[config.mk]
export PLATFORM = sky130hd
export DESIGN_NAME = dma_priority_arbiter
export DESIGN_NICKNAME = d
export VERILOG_FILES = /design/src/rtl/dma_priority_arbiter.sv
export SDC_FILE = /design/constraint.sdc
export NUM_CORES = 1
export LEC_CHECK = 0
export BUFFER_PORTS_ARGS = -buffer_cell sky130_fd_sc_hd__clkbuf_2
export CAP_MARGIN = 20
export CORE_MARGIN = 8
export CORE_UTILIZATION = 45
export CTS_CLUSTER_DIAMETER = 50
export DETAILED_ROUTE_END_ITERATION = 10
export PLACE_DENSITY = 0.76
export SLEW_MARGIN = 20
export SYNTH_ARGS = -nofsm -noshare
export SYNTH_HDL_FRONTEND = slang
export SYNTH_SLANG_ARGS = --single-unit
export TNS_END_PERCENT = 1
[constraint.sdc]
create_clock -name clk -period 3.3 [get_ports clk]
set_clock_uncertainty 0.15 [all_clocks]
set_input_delay 0.66 -clock clk [delete_from_list [all_inputs] [get_ports clk]]
set_output_delay 0.66 -clock clk [all_outputs]
set_load 0.01 [all_outputs]
[src/rtl/dma_priority_arbiter.sv]
// Four-channel DMA request arbiter: fixed or rotating priority, host bus handshake,
// and per-tenure beat limiting. Registered hreq/dack/end_pulse outputs.
module dma_priority_arbiter #(
    parameter int unsigned MAX_BEATS = 16
) (
    input  logic       clk,
    input  logic       reset,
    input  logic [3:0] dreq,
    input  logic [3:0] mask,
    input  logic       rotate_en,
    input  logic       hack,
    input  logic       xfer_done,
    input  logic       eop_in,
    output logic       hreq,
    output logic [3:0] dack,
    output logic [1:0] grant_ch,
    output logic       busy,
    output logic       end_pulse
);

    typedef enum logic [1:0] {
        StIdle,
        StReq,
        StGrant,
        StRelease
    } state_e;

    localparam logic [7:0] LastBeat = 8'(MAX_BEATS - 1);

    state_e     state_q, state_d;
    logic [1:0] winner_q, winner_d;
    logic [1:0] prio_ptr_q, prio_ptr_d;
    logic [7:0] beat_cnt_q, beat_cnt_d;
    logic       hreq_q, hreq_d;
    logic [3:0] dack_q, dack_d;
    logic       end_pulse_q, end_pulse_d;

    logic [3:0] eff;
    logic [7:0] eff_dbl;
    logic [3:0] eff_rot;
    logic [1:0] fixed_win;
    logic [1:0] rot_win;
    logic [1:0] arb_win;
    logic       last_beat;
    logic       grant_exit;

    function automatic logic [1:0] lowest_idx(input logic [3:0] v);
        logic [1:0] idx;
        idx = 2'd0;
        for (int i = 3; i >= 0; i--) begin
            if (v[i]) idx = 2'(i);
        end
        return idx;
    endfunction

    assign eff = dreq & ~mask;

    // Rotating search: shift eff so prio_ptr lands at bit 0, then add the offset back.
    always_comb begin
        eff_dbl   = {eff, eff} >> prio_ptr_q;
        eff_rot   = eff_dbl[3:0];
        fixed_win = lowest_idx(eff);
        rot_win   = prio_ptr_q + lowest_idx(eff_rot);
        arb_win   = rotate_en ? rot_win : fixed_win;
    end

    assign last_beat = xfer_done && (beat_cnt_q == LastBeat);

    always_comb begin
        state_d    = state_q;
        winner_d   = winner_q;
        prio_ptr_d = prio_ptr_q;
        beat_cnt_d = beat_cnt_q;
        grant_exit = 1'b0;

        unique case (state_q)
            StIdle: begin
                if (eff != 4'b0000) state_d = StReq;
            end
            StReq: begin
                if (eff == 4'b0000) begin
                    state_d = StIdle;
                end else if (hack) begin
                    state_d    = StGrant;
                    winner_d   = arb_win;
                    beat_cnt_d = 8'd0;
                end
            end
            StGrant: begin
                // Losing the bus outranks every other way a tenure can end.
                if (!hack) begin
                    state_d    = StIdle;
                    grant_exit = 1'b1;
                end else if (eop_in || last_beat || !eff[winner_q]) begin
                    state_d    = StRelease;
                    grant_exit = 1'b1;
                end else if (xfer_done) begin
                    beat_cnt_d = beat_cnt_q + 8'd1;
                end
                if (grant_exit && rotate_en) prio_ptr_d = winner_q + 2'd1;
            end
            StRelease: begin
                if (!hack) state_d = StIdle;
            end
            default: state_d = StIdle;
        endcase
    end

    always_comb begin
        hreq_d      = (state_d == StReq) || (state_d == StGrant);
        dack_d      = (state_d == StGrant) ? (4'b0001 << winner_d) : 4'b0000;
        end_pulse_d = grant_exit;
    end

    always_ff @(posedge clk) begin
        if (reset) begin
            state_q     <= StIdle;
            winner_q    <= 2'd0;
            prio_ptr_q  <= 2'd0;
            beat_cnt_q  <= 8'd0;
            hreq_q      <= 1'b0;
            dack_q      <= 4'b0000;
            end_pulse_q <= 1'b0;
        end else begin
            state_q     <= state_d;
            winner_q    <= winner_d;
            prio_ptr_q  <= prio_ptr_d;
            beat_cnt_q  <= beat_cnt_d;
            hreq_q      <= hreq_d;
            dack_q      <= dack_d;
            end_pulse_q <= end_pulse_d;
        end
    end

    assign hreq      = hreq_q;
    assign dack      = dack_q;
    assign grant_ch  = winner_q;
    assign busy      = (state_q != StIdle);
    assign end_pulse = end_pulse_q;

endmodule

==> impl_metrics.prom <==
# TYPE chip_impl_metric gauge
chip_impl_metric{name="tritoncts_buffers",unit=""} 3
chip_impl_info{name="tritoncts",value="done"} 1
chip_impl_metric{name="io_pins",unit=""} 23
chip_impl_metric{name="drt_first_pass_iters",unit=""} 4
chip_impl_info{name="min_from",value="beat_cnt_q[1]"} 1
chip_impl_metric{name="drt_wl_total",unit="um"} 2760
chip_impl_metric{name="cts.path.max_buffers",unit=""} 2
chip_impl_metric{name="pwr-share-clk",unit=""} 0.366
chip_impl_metric{name="cts_sinks",unit=""} 20
chip_impl_metric{name="pin_count_of_the_biggest_net_entering_global_routing",unit=""} 14
chip_impl_metric{name="antenna-diode-count",unit=""} 0
chip_impl_info{name="worst_hold_path_type",value="reg -> reg"} 1
chip_impl_info{name="setup.worst_path.class",value="in -> reg"} 1
chip_impl_metric{name="layout.cells.non_filler",unit=""} 193
chip_impl_metric{name="track_usage",unit=""} 0.127
chip_impl_metric{name="avgSynthCellArea",unit="sq um"} 8.94
chip_impl_info{name="outcome",value="complete, no violations"} 1
chip_impl_metric{name="via_count_of_the_first_global_routing_pass",unit=""} 1080
chip_impl_info{name="grt_setup_unrepaired",value="no"} 1
chip_impl_metric{name="dr_total_vias",unit=""} 1110
chip_impl_metric{name="synth.yosys.warnings",unit=""} 0
chip_impl_metric{name="setup_violations",unit=""} 0
chip_impl_info{name="crit_path_end_kind",value="register"} 1
chip_impl_metric{name="worst-r2r-setup-slack",unit="ns"} 0.46
chip_impl_metric{name="placementRows",unit=""} 19
chip_impl_metric{name="floorplan.initialDensity",unit=""} 0.457
chip_impl_info{name="clock_tree.root_cell",value="sky130_fd_sc_hd__clkbuf_4"} 1
chip_impl_metric{name="route.antenna.remaining_nets",unit=""} 0
chip_impl_info{name="synth_ff_type",value="sky130_fd_sc_hd__dfxtp_1"} 1
chip_impl_metric{name="power.sequential.fraction",unit=""} 0.471
chip_impl_metric{name="p_per_area",unit="nW/um^2"} 380
chip_impl_metric{name="reg2reg_depth",unit=""} 6
chip_impl_metric{name="post_drt_via_cell_ratio",unit=""} 5.75
chip_impl_metric{name="synth.cell_area",unit="sq um"} 1220
chip_impl_metric{name="slack_of_the_critical_path",unit="ns"} 0.390
chip_impl_metric{name="power.leakage",unit="nW"} 0.528
chip_impl_metric{name="num-nets-final",unit=""} 180
chip_impl_metric{name="cp_data_arrival_time",unit="ns"} 2.99
chip_impl_info{name="crit-reg2reg-capture",value="dack[1]"} 1
chip_impl_info{name="synthDominantAreaCellType",value="sky130_fd_sc_hd__dfxtp_1"} 1
chip_impl_metric{name="clk_pin_slew",unit="ns"} 0.11
chip_impl_metric{name="final_max_slew_viols",unit=""} 0
chip_impl_metric{name="gr-total-overflow",unit=""} 0
chip_impl_metric{name="vdd_ir_drop_max",unit="mV"} 0.423
chip_impl_info{name="critPathLaunchType",value="input pin"} 1
chip_impl_metric{name="die-area",unit="sq um"} 4620
chip_impl_info{name="crit_path_cell_trace",value="clkbuf_2 -> nand2b_1 -> mux4_2 -> or4_1 -> a32oi_1 -> ha_1 -> or3b_2 -> a211oi_1"} 1
chip_impl_metric{name="clock_latency",unit="ns"} 0.31
chip_impl_metric{name="area.growth.synth_to_final",unit="%"} 16.9
chip_impl_metric{name="cts_hold_repair.buffers",unit=""} 0
chip_impl_metric{name="async_flop_share",unit=""} 0
chip_impl_metric{name="wl_per_cell",unit="um"} 14.3
chip_impl_info{name="regToRegStartpoint",value="grant_ch[0]"} 1
chip_impl_metric{name="p_comb_frac",unit=""} 0.163
chip_impl_info{name="synthTopCellsByCount",value="sky130_fd_sc_hd__dfxtp_1 (20), sky130_fd_sc_hd__nor2_1 (14), sky130_fd_sc_hd__a21oi_1 (11)"} 1
chip_impl_metric{name="final_period_utilization",unit=""} 0.882
chip_impl_metric{name="fin_crit_period",unit="ns"} 2.91
chip_impl_metric{name="gpl.final_weighted_congestion",unit=""} 0.891
chip_impl_metric{name="final_hold_viol_count",unit=""} 0
chip_impl_metric{name="slew_headroom",unit=""} 0.676
chip_impl_metric{name="dpl_worst_slack",unit="ns"} 0.0554
chip_impl_metric{name="synth-edff-count",unit=""} 0
chip_impl_metric{name="core_area",unit="sq um"} 2660
chip_impl_metric{name="dpl.cell_count",unit=""} 189
chip_impl_info{name="synth_most_common_cell",value="sky130_fd_sc_hd__dfxtp_1"} 1
chip_impl_info{name="synthTopCellsByArea",value="sky130_fd_sc_hd__dfxtp_1 (33%), sky130_fd_sc_hd__xnor2_1 (5.0%), sky130_fd_sc_hd__a21oi_1 (4.5%)"} 1
chip_impl_metric{name="netSwitchingPower",unit="uW"} 129
chip_impl_metric{name="critPathMaxFanout",unit=""} 2
chip_impl_metric{name="post_synth_inst_count",unit=""} 136
chip_impl_metric{name="drive_above_1_share",unit=""} 0.265
chip_impl_metric{name="cts_setup_buffers",unit=""} 0
chip_impl_metric{name="die-width",unit="um"} 68.0
chip_impl_metric{name="placement.io_buffers",unit=""} 22
chip_impl_metric{name="tightestPinTransition",unit="ns"} 0.485
chip_impl_metric{name="postSynthNetCount",unit=""} 153
chip_impl_info{name="hold-path-endpoint",value="beat_cnt_q[1]"} 1
chip_impl_metric{name="synth_cell_type_count",unit=""} 43
chip_impl_metric{name="ys_seq_area_frac",unit=""} 0.329
chip_impl_metric{name="num-fill-cells",unit=""} 265
chip_impl_metric{name="ctsResizeCount",unit=""} 0
chip_impl_metric{name="cp.required",unit="ns"} 3.38
chip_impl_info{name="worstSetupStartpoint",value="mask[0]"} 1
chip_impl_metric{name="synth_seq_cells",unit=""} 20
chip_impl_metric{name="htreeDepth",unit=""} 1
chip_impl_metric{name="min_delay_path_depth",unit=""} 2
chip_impl_metric{name="setup-tns-final",unit="ns"} 0
chip_impl_metric{name="first_iter_violations",unit=""} 31
chip_impl_metric{name="global_route_wire_length_before_repair",unit="um"} 4660
chip_impl_metric{name="cap_violations",unit=""} 0
chip_impl_metric{name="achievable-frequency",unit="MHz"} 344
chip_impl_metric{name="internal-power",unit="uW"} 411
chip_impl_metric{name="sw_frac",unit=""} 0.239
chip_impl_metric{name="synth_top_cell_area_share",unit=""} 0.329
chip_impl_metric{name="die_h",unit="um"} 68.0
chip_impl_metric{name="antenna_violations_before_repair",unit=""} 0
chip_impl_metric{name="post-dp-hpwl",unit="um"} 2190
chip_impl_metric{name="crit_path_max_incr_delay",unit="ns"} 0.48
chip_impl_metric{name="drt_drc_violations_left",unit=""} 0
chip_impl_info{name="crit_path_top_delay_cell",value="sky130_fd_sc_hd__mux4_2"} 1
-- kinds of logic (layout without fill, tap and decap cells) --
| kind of cell | Yosys count | in the layout | share of synthesized area |
|---|---|---|---|
| AND/OR/NAND/NOR | 61 | 61 | 0.314 |
| AO/OA/AOI/OAI | 37 | 37 | 0.217 |
| flip-flops | 20 | 20 | 0.329 |
| XOR/XNOR | 7 | 7 | 0.0504 |
| buffers and inverters | 7 | 33 | 0.0401 |
| adder cells (fa/ha/maj) | 3 | 3 | 0.0309 |
| multiplexers | 1 | 1 | 0.0185 |
-- how the worst max path moves through the flow --
stage | to | depth (start not counted)
floorplan | dack[1] | 8
global placement | dack[1] | 8
detailed placement | dack[1] | 8
CTS | dack[1] | 8
global route | dack[1] | 12
finish | dack[1] | 8
-- critical path: cells and delay by family --
family | cells | cell delay, ns
simple gates | 3 | 1.10
mux | 1 | 0.48
fa+ha+maj | 1 | 0.20
buf+inv | 1 | 0.09
compound gates | 2 | 0.47
-- metrics by stage --
step,power [mW],hold slack [ns],area (sq um),utilization
final,0.540,0.351,1420,0.534
after global routing,0.566,0.362,1420,0.534
after CTS,0.545,0.352,1420,0.534
after detailed placement,0.348,0.334,1370,0.514
after global placement,0.345,0.312,1370,0.514
after floorplan,0.317,0.299,1220,-
-- placed cells by master, fill, tap and decap left out, types with 3 or more instances in the layout --
cell / synthesis / final
sky130_fd_sc_hd__clkbuf_2: 0 / 22
sky130_fd_sc_hd__dfxtp_1: 20 / 20
sky130_fd_sc_hd__nor2_1: 14 / 14
sky130_fd_sc_hd__a21oi_1: 11 / 11
sky130_fd_sc_hd__nor2b_1: 8 / 8
sky130_fd_sc_hd__nand2_1: 7 / 7
sky130_fd_sc_hd__xnor2_1: 7 / 7
sky130_fd_sc_hd__buf_4: 0 / 7
sky130_fd_sc_hd__a211oi_1: 6 / 6
sky130_fd_sc_hd__nand3_1: 4 / 4
sky130_fd_sc_hd__nor3_1: 4 / 4
sky130_fd_sc_hd__o21ai_0: 4 / 4
sky130_fd_sc_hd__nand2b_1: 3 / 3
sky130_fd_sc_hd__nand3b_1: 3 / 3
sky130_fd_sc_hd__o211ai_1: 3 / 3
sky130_fd_sc_hd__ha_1: 3 / 3
sky130_fd_sc_hd__clkbuf_4: 0 / 3
-- state kept, by name, indices dropped and copies added (netlist names) --
register / flops
beat_cnt_q: 8
dack: 4
grant_ch: 2
prio_ptr_q: 2
state_q: 2
end_pulse: 1
hreq: 1
-- metal layers --
layer	global-route usage	routed length, um	vias to the layer above
met4	0.0153	0	0
met3	0.0556	230	0
met5	0	0	-
met2	0.213	1350	34
li1	-	-	558
met1	0.151	1190	518
-- power by group through the flow --
stage	clock [mW]	sequential, mW	combinational, mW
2_1_floorplan	0	0.260	0.0573
3_3_place_gp	0	0.259	0.0855
3_5_place_dp	0	0.260	0.0877
4_1_cts	0.202	0.254	0.0882
5_1_grt	0.212	0.256	0.0983
6_report	0.197	0.254	0.0879
-- layout make-up --
| cell class | count | area (sq um) | area share |
|---|---|---|---|
| multi-input cells | 109 | 767 | 0.540 |
| repair buffers | 29 | 163 | 0.114 |
| clock inverters | 1 | 30.0 | 0.0211 |
| well taps | 31 | 38.8 | 0.0273 |
| clock buffers | 3 | 22.5 | 0.0158 |
| flip-flops and latches | 20 | 400 | 0.282 |
(Power assumes the default switching activity.)
